File: src/rtl/bm_sad_sched.sv
// rtl/bm_sad_sched.sv - per-frame row/disparity scheduler for the block-matching SAD engine
// Optional watchdog on FETCH/WAIT: define BM_SCHED_TMO_EN.
module bm_sad_sched #(
    parameter int PARALLEL = 32,
    parameter int TMO_CYC  = 4096
) (
    input  logic       clk,
    input  logic       srst,
    input  logic       start,
    input  logic [9:0] hgt,
    input  logic [8:0] ndisp,
    input  logic [3:0] hwsz,
    output logic       row_req,
    output logic [9:0] row_idx,
    input  logic       row_ack,
    output logic       enb,
    output logic       lr_rdy,
    output logic       sad_rdy,
    output logic       first_line,
    output logic [3:0] dphase,
    output logic [1:0] op_type,
    input  logic       lr_done,
    output logic [9:0] out_row,
    output logic       busy,
    output logic       done,
    output logic       err
);

    typedef enum logic [2:0] {
        S_IDLE, S_CHK, S_FETCH, S_ISSUE, S_WAIT, S_NEXT, S_FIN
    } state_t;

    state_t state, state_nx;

    logic [9:0] hgt_q;
    logic [8:0] ndisp_q;
    logic [3:0] hwsz_q;
    logic [9:0] r_q, r_nx;
    logic       sub_q, sub_nx;
    logic [3:0] dph_q, dph_nx;
    logic       enb_q, err_q, fl_q;
    logic [1:0] op_q;
    logic [9:0] row_q, orow_q;
    logic [3:0] dphase_q;

    logic [9:0] wh;
    logic [8:0] nph;
    logic       cfg_bad, last_step, tmo_hit, load;
    logic [9:0] ld_r;
    logic       ld_sub;
    logic [3:0] ld_dph;
    logic [1:0] dec_op;
    logic [9:0] dec_row;

    if (TMO_CYC <= 0) begin : g_tmo_range
        $error("TMO_CYC must be positive");
    end

    assign wh        = {5'd0, hwsz_q, 1'b1};
    assign nph       = ndisp_q / 9'(PARALLEL);
    assign cfg_bad   = (nph == 9'd0) || (hgt_q < wh);

    // Row/subflag/phase advance applied on leaving NEXT
    always_comb begin
        r_nx   = r_q;
        sub_nx = 1'b0;
        dph_nx = dph_q;
        if (r_q >= wh && !sub_q) begin
            sub_nx = 1'b1;
        end else if (r_q + 10'd1 == hgt_q) begin
            r_nx   = '0;
            dph_nx = dph_q + 4'd1;
        end else begin
            r_nx = r_q + 10'd1;
        end
    end

    assign last_step = ({5'd0, dph_nx} == nph);

`ifdef BM_SCHED_TMO_EN
    logic [15:0] tmo_cnt;

    always_ff @(posedge clk) begin
        if (srst || state_nx != state) begin
            tmo_cnt <= '0;
        end else if (state == S_FETCH || state == S_WAIT) begin
            tmo_cnt <= tmo_cnt + 16'd1;
        end
    end

    assign tmo_hit = (state == S_FETCH || state == S_WAIT) && (tmo_cnt == 16'(TMO_CYC - 1));
`else
    assign tmo_hit = 1'b0;
`endif

    always_ff @(posedge clk) begin
        if (srst) begin
            state <= S_IDLE;
        end else begin
            state <= state_nx;
        end
    end

    always_comb begin
        state_nx = state;
        case (state)
            S_IDLE:  if (start) state_nx = S_CHK;
            S_CHK:   state_nx = cfg_bad ? S_FIN : S_FETCH;
            S_FETCH: if (row_ack) state_nx = S_ISSUE;
            S_ISSUE: state_nx = S_WAIT;
            S_WAIT:  if (lr_done) state_nx = S_NEXT;
            S_NEXT:  state_nx = last_step ? S_FIN : S_FETCH;
            S_FIN:   state_nx = S_IDLE;
            default: state_nx = S_IDLE;
        endcase
        if (tmo_hit) state_nx = S_FIN;
    end

    // Op decode for the step about to be fetched (fresh frame or post-advance)
    assign load   = (state == S_CHK || state == S_NEXT) && state_nx == S_FETCH;
    assign ld_r   = (state == S_CHK) ? 10'd0 : r_nx;
    assign ld_sub = (state == S_CHK) ? 1'b0 : sub_nx;
    assign ld_dph = (state == S_CHK) ? 4'd0 : dph_nx;

    always_comb begin
        dec_op  = 2'd0;
        dec_row = ld_r;
        if (ld_r < wh - 10'd1) begin
            dec_op = 2'd0;
        end else if (ld_r == wh - 10'd1) begin
            dec_op = 2'd2;
        end else if (!ld_sub) begin
            dec_op  = 2'd1;
            dec_row = ld_r - wh;
        end else begin
            dec_op = 2'd2;
        end
    end

    always_ff @(posedge clk) begin
        if (srst) begin
            hgt_q    <= '0;
            ndisp_q  <= '0;
            hwsz_q   <= '0;
            r_q      <= '0;
            sub_q    <= 1'b0;
            dph_q    <= '0;
            enb_q    <= 1'b0;
            err_q    <= 1'b0;
            fl_q     <= 1'b0;
            op_q     <= '0;
            row_q    <= '0;
            orow_q   <= '0;
            dphase_q <= '0;
        end else begin
            if (state == S_IDLE && start) begin
                hgt_q   <= hgt;
                ndisp_q <= ndisp;
                hwsz_q  <= hwsz;
                err_q   <= 1'b0;
            end
            if (state == S_CHK) begin
                r_q   <= '0;
                sub_q <= 1'b0;
                dph_q <= '0;
                if (cfg_bad) err_q <= 1'b1;
                else         enb_q <= 1'b1;
            end
            if (state == S_NEXT) begin
                r_q   <= r_nx;
                sub_q <= sub_nx;
                dph_q <= dph_nx;
            end
            if (state == S_FIN) enb_q <= 1'b0;
            if (tmo_hit) err_q <= 1'b1;
            if (load) begin
                op_q     <= dec_op;
                row_q    <= dec_row;
                fl_q     <= (ld_r == 10'd0);
                dphase_q <= ld_dph;
                if (dec_op == 2'd2) orow_q <= dec_row - {6'd0, hwsz_q};
            end
        end
    end

    assign row_req    = (state == S_FETCH);
    assign lr_rdy     = (state == S_ISSUE);
    assign done       = (state == S_FIN);
    assign busy       = (state != S_IDLE);
    assign enb        = enb_q;
    assign err        = err_q;
    assign sad_rdy    = 1'b0;
    assign first_line = fl_q;
    assign op_type    = op_q;
    assign row_idx    = row_q;
    assign out_row    = orow_q;
    assign dphase     = dphase_q;

endmodule

File: config.mk
export PLATFORM = sky130hd
export DESIGN_NAME = bm_sad_sched
export DESIGN_NICKNAME = d
export VERILOG_FILES = /design/src/rtl/bm_sad_sched.sv
export SDC_FILE = /design/constraint.sdc
export NUM_CORES = 1
export LEC_CHECK = 0
export BUFFER_PORTS_ARGS = -buffer_cell sky130_fd_sc_hd__clkbuf_2
export CAP_MARGIN = 20
export CORE_MARGIN = 1
export CORE_UTILIZATION = 60
export DETAILED_ROUTE_END_ITERATION = 8
export GPL_ROUTABILITY_DRIVEN = 0
export HOLD_SLACK_MARGIN = 0.02
export MAX_ROUTING_LAYER = met4
export PLACE_DENSITY = 0.95
export SLEW_MARGIN = 20
export SYNTH_ARGS = -nofsm -noshare
export SYNTH_HDL_FRONTEND = slang
export SYNTH_SLANG_ARGS = --single-unit
File: constraint.sdc
create_clock -name clk -period 16.26 [get_ports clk]
set_input_delay 0.813 -clock clk [delete_from_list [all_inputs] [get_ports clk]]
set_output_delay 0.813 -clock clk [all_outputs]
set_load 0.02 [all_outputs]
After elaboration in Yosys (flattened, before gate mapping):

Cells that the tools add are included.

* $add $sub $neg: 5
* multipliers: 0
* div/mod/pow operators: 0
* magnitude comparators: 3
* equality and inequality tests: 11
* shift operators: 0
* mux-type cells: 29
* bitwise operators: 1
* reductions and logical operators: 14

Operator list (number)
* 10-bit two-way mux: 8
* 10-bit equality test: 2
* 4-bit two-way mux: 5
* 3-bit case mux with 6 select lines: 1
* 3-bit two-way mux: 5
* 10-bit by 1-bit adder with 10-bit output (second input constant): 1
* 10-bit by 5-bit >= comparator with 1-bit output: 1
* 10-bit zero test: 1
* 10-bit < comparator: 1
* 10-bit by 5-bit < comparator with 1-bit output: 1
* 10-bit by 4-bit subtractor with 10-bit output: 1
* 10-bit by 5-bit subtractor with 10-bit output: 1
* 3-bit by 2-bit equality test with 1-bit output (second input constant): 3
* 3-bit equality test (second input constant): 3
* 9-bit zero test: 1
* 1-bit two-way mux: 7
* 2-bit two-way mux: 3
* 5-bit by 1-bit subtractor with 6-bit output (second input constant): 1
* 4-bit by 1-bit adder with 4-bit output (second input constant): 1
* 4-bit equality test: 1
* 2-bit AND reduction: 2
* 3-bit by 1-bit equality test with 1-bit output (second input constant): 1
* 1-bit logical AND: 3
* 3-bit zero test: 1
* other kinds (7): 8

* bits in registers: 70
* latch bits: 0
* RAM bits: 0
* memory bits (read-only): 0
* input bits: 28
* memories kept: 0

Logic depth before layout (Yosys ltp):

Gate-level depths: netlist of run 1.

* depth after elaboration: 10
* mapped depth: 27
* mapped depth without buffers: 25

Worst setup path before layout of run 1:

OpenSTA, ideal clock, no wires.

* path kind: reg2reg
* from: register r_q[1]
* to: register orow_q[9], in the netlist out_row[9]
* library setup time: 132 ps
* arrival time: 5177 ps
* slack: 10950 ps
* cell stages (with the launch flop): 26
* buffers on the path: 1
* clock period less this slack: 5310 ps
* path through: dfxtp_1 -> ha_1 -> xor2_1 -> a2111oi_4 -> nand4_4 -> nor4b_2 -> buf_2 -> o21ai_0 -> a22oi_1 -> nor2_1 -> ha_1 -> and3_1 -> nand2_1 -> and2_0 -> o31ai_4 -> nand2_1 -> o21ai_0 -> ha_1 -> nor2b_1 -> o21ai_0 -> nand2b_1 -> a21oi_1 -> o311ai_0 -> nor4_1 -> a2111o_1 -> o311ai_1

* longest elaborated chain between the ends: 10

RTL lines
* start: declaration: RTL line 38 `logic [9:0] r_q, r_nx;`
* start signal: assignment: RTL line 170 `r_q <= r_nx;`
* 10-bit by 1-bit adder with 10-bit output: RTL line 70, 74
* 10-bit equality test: RTL line 70 `end else if (r_q + 10'd1 == hgt_q) begin`
* 10-bit two-way mux: RTL line 70
* 10-bit two-way mux: RTL line 68 `if (r_q >= wh && !sub_q) begin`
* 10-bit two-way mux: RTL line 121 `assign ld_r = (state == S_CHK) ? 10'd0 : r_nx;`
* 10-bit by 5-bit subtractor with 10-bit output: RTL line 134 `dec_row = ld_r - wh;`
* 10-bit two-way mux: RTL line 132 `end else if (!ld_sub) begin`
* 10-bit two-way mux: RTL line 130 `end else if (ld_r == wh - 10'd1) begin`
* 10-bit two-way mux (*): RTL line 128 `if (ld_r < wh - 10'd1) begin`
* net dec_row[1]: RTL line 53 `logic [9:0] dec_row;`
* 10-bit by 4-bit subtractor with 10-bit output (*): RTL line 181 `if (dec_op == 2'd2) orow_q <= dec_row - {6'd0, hwsz_q};`
* end signal: assignment: RTL line 181
* end: declaration: RTL line 43 `logic [9:0] row_q, orow_q;`

Mark *: on every way through the listed nets, which the timed path passes. The rest lies on a longest branch.
A chain may end at the register's enable or synchronous reset.

Worst setup path after layout of run 1:

* from: register r_q[0]
* to: register orow_q[9], in the netlist out_row[9]

Same word-level chain as after synthesis.

==> results of run 1 <==
==> cell usage after synthesis (8+ instances only) <==
library cell,number
nand2_1,77
dfxtp_1,65
nor2_1,63
a21oi_1,54
o21ai_0,23
clkbuf_1,20
ha_1,20
nor3_1,20
xnor2_1,20
inv_1,18
nand3_1,17
nor2b_1,17
mux2i_1,13
a22oi_1,10
xor2_1,10
nand2b_1,8
==> critical path, stage by stage, from the launching register on <==
cell,delay [ns]
dfxtp_1,0.67
ha_1,0.38
and3_1,0.45
nand3_4,0.15
mux2i_1,0.23
nand2_1,0.17
nor4b_2,0.88
nor2_1,0.26
a22oi_1,0.22
nor2_1,0.11
ha_1,0.44
and3_1,0.24
nand2_1,0.09
and2_0,0.32
o31ai_4,0.57
nand2_1,0.16
o21ai_0,0.22
ha_1,0.33
nor2b_1,0.13
o21ai_0,0.20
nand2b_1,0.12
a21oi_1,0.34
o311ai_0,0.28
nor4_1,0.44
a2111o_1,0.23
o311ai_1,0.09
==> where the power goes <==
group	total [mW]	switching (mW)	internal, mW	leakage, nW
Clock	0.159	0.0688	0.0904	0.113
Combinational	0.196	0.124	0.0714	1.40
Sequential	0.179	0.0114	0.168	0.527
==> worst max-delay path by stage <==
| stage | startpoint | endpoint | slack (ns) | cells after the start |
|---|---|---|---|---|
| 2_1_floorplan | r_q[1] | out_row[9] | 10.95 | 25 |
| 3_3_place_gp | r_q[0] | out_row[9] | 9.49 | 24 |
| 3_5_place_dp | r_q[0] | out_row[9] | 9.04 | 25 |
| 4_1_cts | r_q[0] | out_row[9] | 8.83 | 25 |
| 5_1_grt | r_q[0] | out_row[9] | 8.05 | 25 |
| 6_report | r_q[0] | out_row[9] | 8.40 | 25 |
==> area by class of cell <==
cell class / instances / area, µm² / area share [%]
repair buffers: 57 / 290 / 5.72
inverters: 18 / 67.6 / 1.33
flip-flops and latches: 65 / 1300 / 25.6
clock inverters: 5 / 78.8 / 1.55
multi-input cells: 471 / 3070 / 60.5
clock buffers: 11 / 141 / 2.78
well taps: 99 / 124 / 2.44
==> layer usage <==
layer | share of wire [%] | GRT usage (%)
met5 | 0 | -
met4 | 4.9 | 21.0
met3 | 10 | 5.92
met2 | 46 | 53.8
met1 | 39 | 40.4
==> registers in the layout (all words and copies together) (netlist names) <==
name        cells
hgt_q          10
out_row        10
r_q            10
row_idx        10
dph_q           4
dphase          4
hwsz_q          4
ndisp_q         4
state           3
op_type         2
enb             1
err             1
first_line      1
sub_q           1
==> logic make-up after synthesis <==
logic type / synth area share [%]
buffers and inverters: 5.77
other: 0.0808
XOR/XNOR: 6.36
flip-flops: 28.0
multiplexers: 3.61
AND/OR/NAND/NOR: 27.6
adder cells (fa/ha/maj): 6.25
AO/OA/AOI/OAI: 22.3
==> metrics by stage <==
step	instances	setup slack, ns	util [%]	hold WS (ns)
floorplan	592	10.95	-	0.436
global placement	710	9.49	65.9	0.441
detailed placement	710	9.04	65.9	0.451
CTS	726	8.83	68.9	0.465
global route	726	8.05	68.9	0.490
finish	726	8.40	68.9	0.465
==> impl_metrics.csv, run 1 <==
group,metric,value,unit
worst_setup_path,cp-start-kind,"flip-flop",
grt,globalRoute.totalOverflow,0,
synthesis,synth_cell_types,81,
min_path,min_to,"first_line",
power_and_ir_drop,finalPower,0.534,mW
worst_setup_path,r2r_cells,25,
cells_and_area,num_antenna_cells,0,
synthesis,synthesis.area,4640,µm²
clock_tree,postCtsSetupBuffers,0,
min_path,min_path_type,"reg -> reg",
synthesis,syn-num-nets,642,
clock_tree,clk_latency,0.36,ns
sta,min_period_over_period,48.4,%
die,die_w,90.0,µm
cells_and_area,area_growth,9.35,%
sta,setup_violations,0,
routing,drt_iter0_markers,643,
cells_and_area,fin_area,5080,µm²
synthesis,ys.flop_type,"dfxtp_1",
synthesis,syn_inst,592,
routing,first_pass_iters,6,
sta,hold_violations,0,
grt,grt_usage,34.0,%
clock_tree,hold_buffers,0,
clock_tree,h-tree-depth,3,
synthesis,synth_edf_count,0,
grt,grt_first_pass_wirelength,21800,µm
routing,wl,13000,µm
sta,maxSlewViolCount,0,
routing,drc,0,
sta,fmax,127,MHz
die,die_h,90.0,µm
sta,worst_pin_slew,1.03,ns
sta,tns,0,ns
placement,place_area,4860,µm²
worst_setup_path,critPathMaxFanout,13,
worst_setup_path,rr_startpoint,"r_q[0]",
placement,dp_hpwl,8960,µm
routing,vias,4830,
grt,grt_antenna_before_repair,0,
grt,grt_pass1_vias,4622,
synthesis,syn_avg_cell_area,7.84,µm²
routing,ant_nets,0,
die,initial_core_util,63.0,%
worst_setup_path,r2r_slack,8.40,ns
die,rows,31,
power_and_ir_drop,max-vdd-ir-drop,65.5,µV
synthesis,synth_largest_area_cell,"dfxtp_1",
sta,slew_headroom,31.5,%
synthesis,synth-async-reset-ratio,0,%
power_and_ir_drop,power-per-cell-area,105,nW/µm²
sta,rsz0062_at_grt,"false",
cells_and_area,drive_above_1_share,16.4,%
worst_setup_path,end_kind,"flip-flop",
synthesis,seq_area_frac_synth,28.0,%
clock_tree,root_buffer,"clkbuf_8",
synthesis,yosysWarningCount,0,
die,ios,62,
worst_setup_path,worst_ep_arrival_time,8.08,ns
clock_tree,clock_path_buffers,2,
power_and_ir_drop,leakage,2.04,nW
synthesis,yosys-top-cells-area,"dfxtp_1, nand2_1, a21oi_1",
clock_tree,path_clk_slew,0.07,ns
cells_and_area,final_common_cell,"nand2_1",
min_path,holdPathStages,2,
worst_setup_path,worst_r2r_endpoint,"out_row[9]",
cells_and_area,final_cell_mix,"nand2_1, dfxtp_1, nor2_1, clkbuf_2, a21oi_1",
grt,grt_max_degree,69,
die,core_area,7370,µm²
clock_tree,tritoncts,"built",
placement,port_buffers,55,
clock_tree,numCtsBuffers,9,
routing,routedWlPerCell,17.9,µm
worst_setup_path,required,16.48,ns
clock_tree,cts_resized,0,
outcome,status,"finished clean",
cells_and_area,layout.nets,672,
synthesis,synth_top_area_share,28.0,%
die,die_area,8090,µm²
min_path,hp-start,"first_line",
run,drv_cap,0,
synthesis,ys_ff_latch,65,
clock_tree,cts.sinks,65,
worst_setup_path,critPathKind,"reg -> reg",
cells_and_area,n_fill_cell,553,
sta,fin_crit,7.86,ns
routing,viasPerCell,6.65,
sta,finalClockSkew,0.0134,ns
No activity file was read; power rests on OpenSTA's default activity.
==> run 2: changes to the inputs <==
- CORE_UTILIZATION: 60 -> 59
- PLACE_DENSITY: 0.95 -> 0.93
- clock period: 16.26 -> 7.25 ns (I/O delays scaled with it)
==> impl_metrics.csv, run 2 (same netlist as run 1, synthesis figures left out) <==
group,metric,value,unit
worst_setup_path,max_stage_delay,0.51,ns
sta,finalClockSkew,0.00479,ns
cells_and_area,num_antenna_cells,0,
sta,worst_pin_slew,0.922,ns
grt,grt_max_degree,69,
worst_setup_path,cp_common_cell,"ha_1",
worst_setup_path,end_kind,"flip-flop",
power_and_ir_drop,p_clk_share,29.6,%
power_and_ir_drop,leakage,2.06,nW
clock_tree,numCtsBuffers,9,
power_and_ir_drop,comb_power_share,36.7,%
clock_tree,cts_resized,0,
grt,grt_first_pass_wirelength,21200,µm
grt,grt_antenna_before_repair,0,
power_and_ir_drop,power_report.internal_total,0.742,mW
sta,slew_headroom,38.5,%
die,ios,62,
clock_tree,clock_path_buffers,2,
routing,wl,12800,µm
grt,grt_usage,32.7,%
clock_tree,h-tree-depth,3,
clock_tree,root_buffer,"clkbuf_8",
cells_and_area,n_fill_cell,587,
clock_tree,clk_latency,0.36,ns
clock_tree,hold_buffers,0,
cells_and_area,final_common_cell,"nand2_1",
worst_setup_path,critPathKind,"reg -> reg",
die,initial_core_util,62.3,%
clock_tree,cts.sinks,65,
power_and_ir_drop,power-per-cell-area,234,nW/µm²
cells_and_area,layout.nets,675,
sta,fmax,149,MHz
worst_setup_path,r2r_slack,0.56,ns
cells_and_area,stdcell_count,729,
placement,dpl.cell_count,713,
cells_and_area,multiInputGateArea,3070,µm²
worst_setup_path,worst_ep_arrival_time,6.99,ns
placement,dp_hpwl,9040,µm
clock_tree,postCtsSetupBuffers,0,
routing,routedWlPerCell,17.6,µm
routing,first_pass_iters,7,
routing,vias,4704,
worst_setup_path,required,7.55,ns
worst_setup_path,cp-start-kind,"flip-flop",
power_and_ir_drop,max-vdd-ir-drop,152,µV
clock_tree,tritoncts,"built",
die,core_area,7450,µm²
cells_and_area,seqCellArea,1300,µm²
die,die_h,90.7,µm
min_path,hp-start,"hgt[9]",
routing,viasPerCell,6.45,
cells_and_area,fin_area,5100,µm²
power_and_ir_drop,swShare,37.8,%
sta,maxSlewViolCount,0,
worst_setup_path,critPathMaxFanout,13,
worst_setup_path,worst_r2r_endpoint,"out_row[8]",
clock_tree,path_clk_slew,0.07,ns
power_and_ir_drop,netSwitchingPower,0.451,mW
routing,drc,0,
min_path,min_to,"hgt_q[9]",
worst_setup_path,slowest_stage,"dfxtp_2",
routing,ant_nets,0,
min_path,holdPathStages,3,
worst_setup_path,rr_startpoint,"r_q[0]",
die,die_area,8230,µm²
sta,setup_violations,0,
power_and_ir_drop,p_seq_share,33.6,%
worst_setup_path,r2r_cells,23,
cells_and_area,final_cell_mix,"nand2_1, dfxtp_1, nor2_1, clkbuf_2, a21oi_1",
placement,place_area,4880,µm²
worst_setup_path,path_cells,"ha_1, and3_1, nand3_4, mux2i_1, nand2_1, nor4b_2, nor2_1, a22oi_1, nor2_1, ha_1, and3_1, nand2_1, and2_0, nor3_1, mux2_2, ha_1, fa_1, nor2b_1, o21ai_0, nand2b_1, nor4_2, a2111oi_2, a311o_1",
sta,rsz0062_at_grt,"false",
min_path,min_path_type,"in -> reg",
cells_and_area,drive_above_1_share,17.0,%
run,drv_cap,0,
die,die_w,90.7,µm
cells_and_area,area_growth,9.86,%
sta,min_period_over_period,92.3,%
routing,drt_iter0_markers,593,
grt,grt_pass1_vias,4512,
sta,tns,0,ns
outcome,status,"finished clean",
placement,port_buffers,55,
die,rows,31,
grt,globalRoute.totalOverflow,0,
sta,hold_violations,0,
sta,fin_crit,6.69,ns
## run 2: metal layers
| layer | global-route usage [%] | up-vias | wire (µm) | share of wire [%] |
|---|---|---|---|---|
| li1 | - | 2181 | - | - |
| met1 | 38.5 | 2155 | 4990 | 39 |
| met2 | 52.3 | 308 | 6130 | 48 |
| met3 | 5.98 | 60 | 1220 | 9.5 |
| met4 | 18.7 | 0 | 482 | 3.8 |
| met5 | - | - | 0 | 0 |
## run 2: critical path: cells and delay by family (launching register included)
family                     cells  cell delay, ns
adders and majority gates      4            1.42
DFF                            1            0.51
muxes                          2            0.67
AOI/OAI and AO/OA              4            0.88
and+or+nand+nor               13            3.14
## run 2: area by class of cell
type	instances	share of cell area (%)
Timing Repair Buffer	60	6.13
Tap cell	99	2.43
Clock inverter	5	1.55
Clock buffer	11	2.77
Inverter	18	1.32
Multi-Input combinational cell	471	60.3
Sequential cell	65	25.5
## run 2: through the flow
step	setup WS [ns]	utilization, %	power (mW)	hold WS, ns
global route	0.142	68.5	1.25	0.242
detailed placement	0.656	65.5	0.828	0.452
finish	0.555	68.5	1.19	0.219
global placement	0.901	65.5	0.804	0.442
floorplan	1.94	-	0.729	0.436
CTS	0.585	68.5	1.18	0.218
## run 2: worst max path at each step
stage | from | endpoint | slack, ns | depth (start not counted)
floorplan | r_q[1] | out_row[9] | 1.94 | 25
global route | r_q[0] | out_row[9] | 0.14 | 24
detailed placement | r_q[0] | out_row[9] | 0.66 | 25
finish | r_q[0] | out_row[8] | 0.56 | 23
global placement | r_q[0] | out_row[9] | 0.90 | 25
CTS | r_q[0] | out_row[8] | 0.58 | 23
## run 2: power groups by stage
stage	logic [mW]	clock network (mW)	registers [mW]
floorplan	0.324	0	0.405
global placement	0.397	0	0.407
global route	0.477	0.369	0.404
detailed placement	0.419	0	0.409
CTS	0.427	0.352	0.401
finish	0.438	0.354	0.402
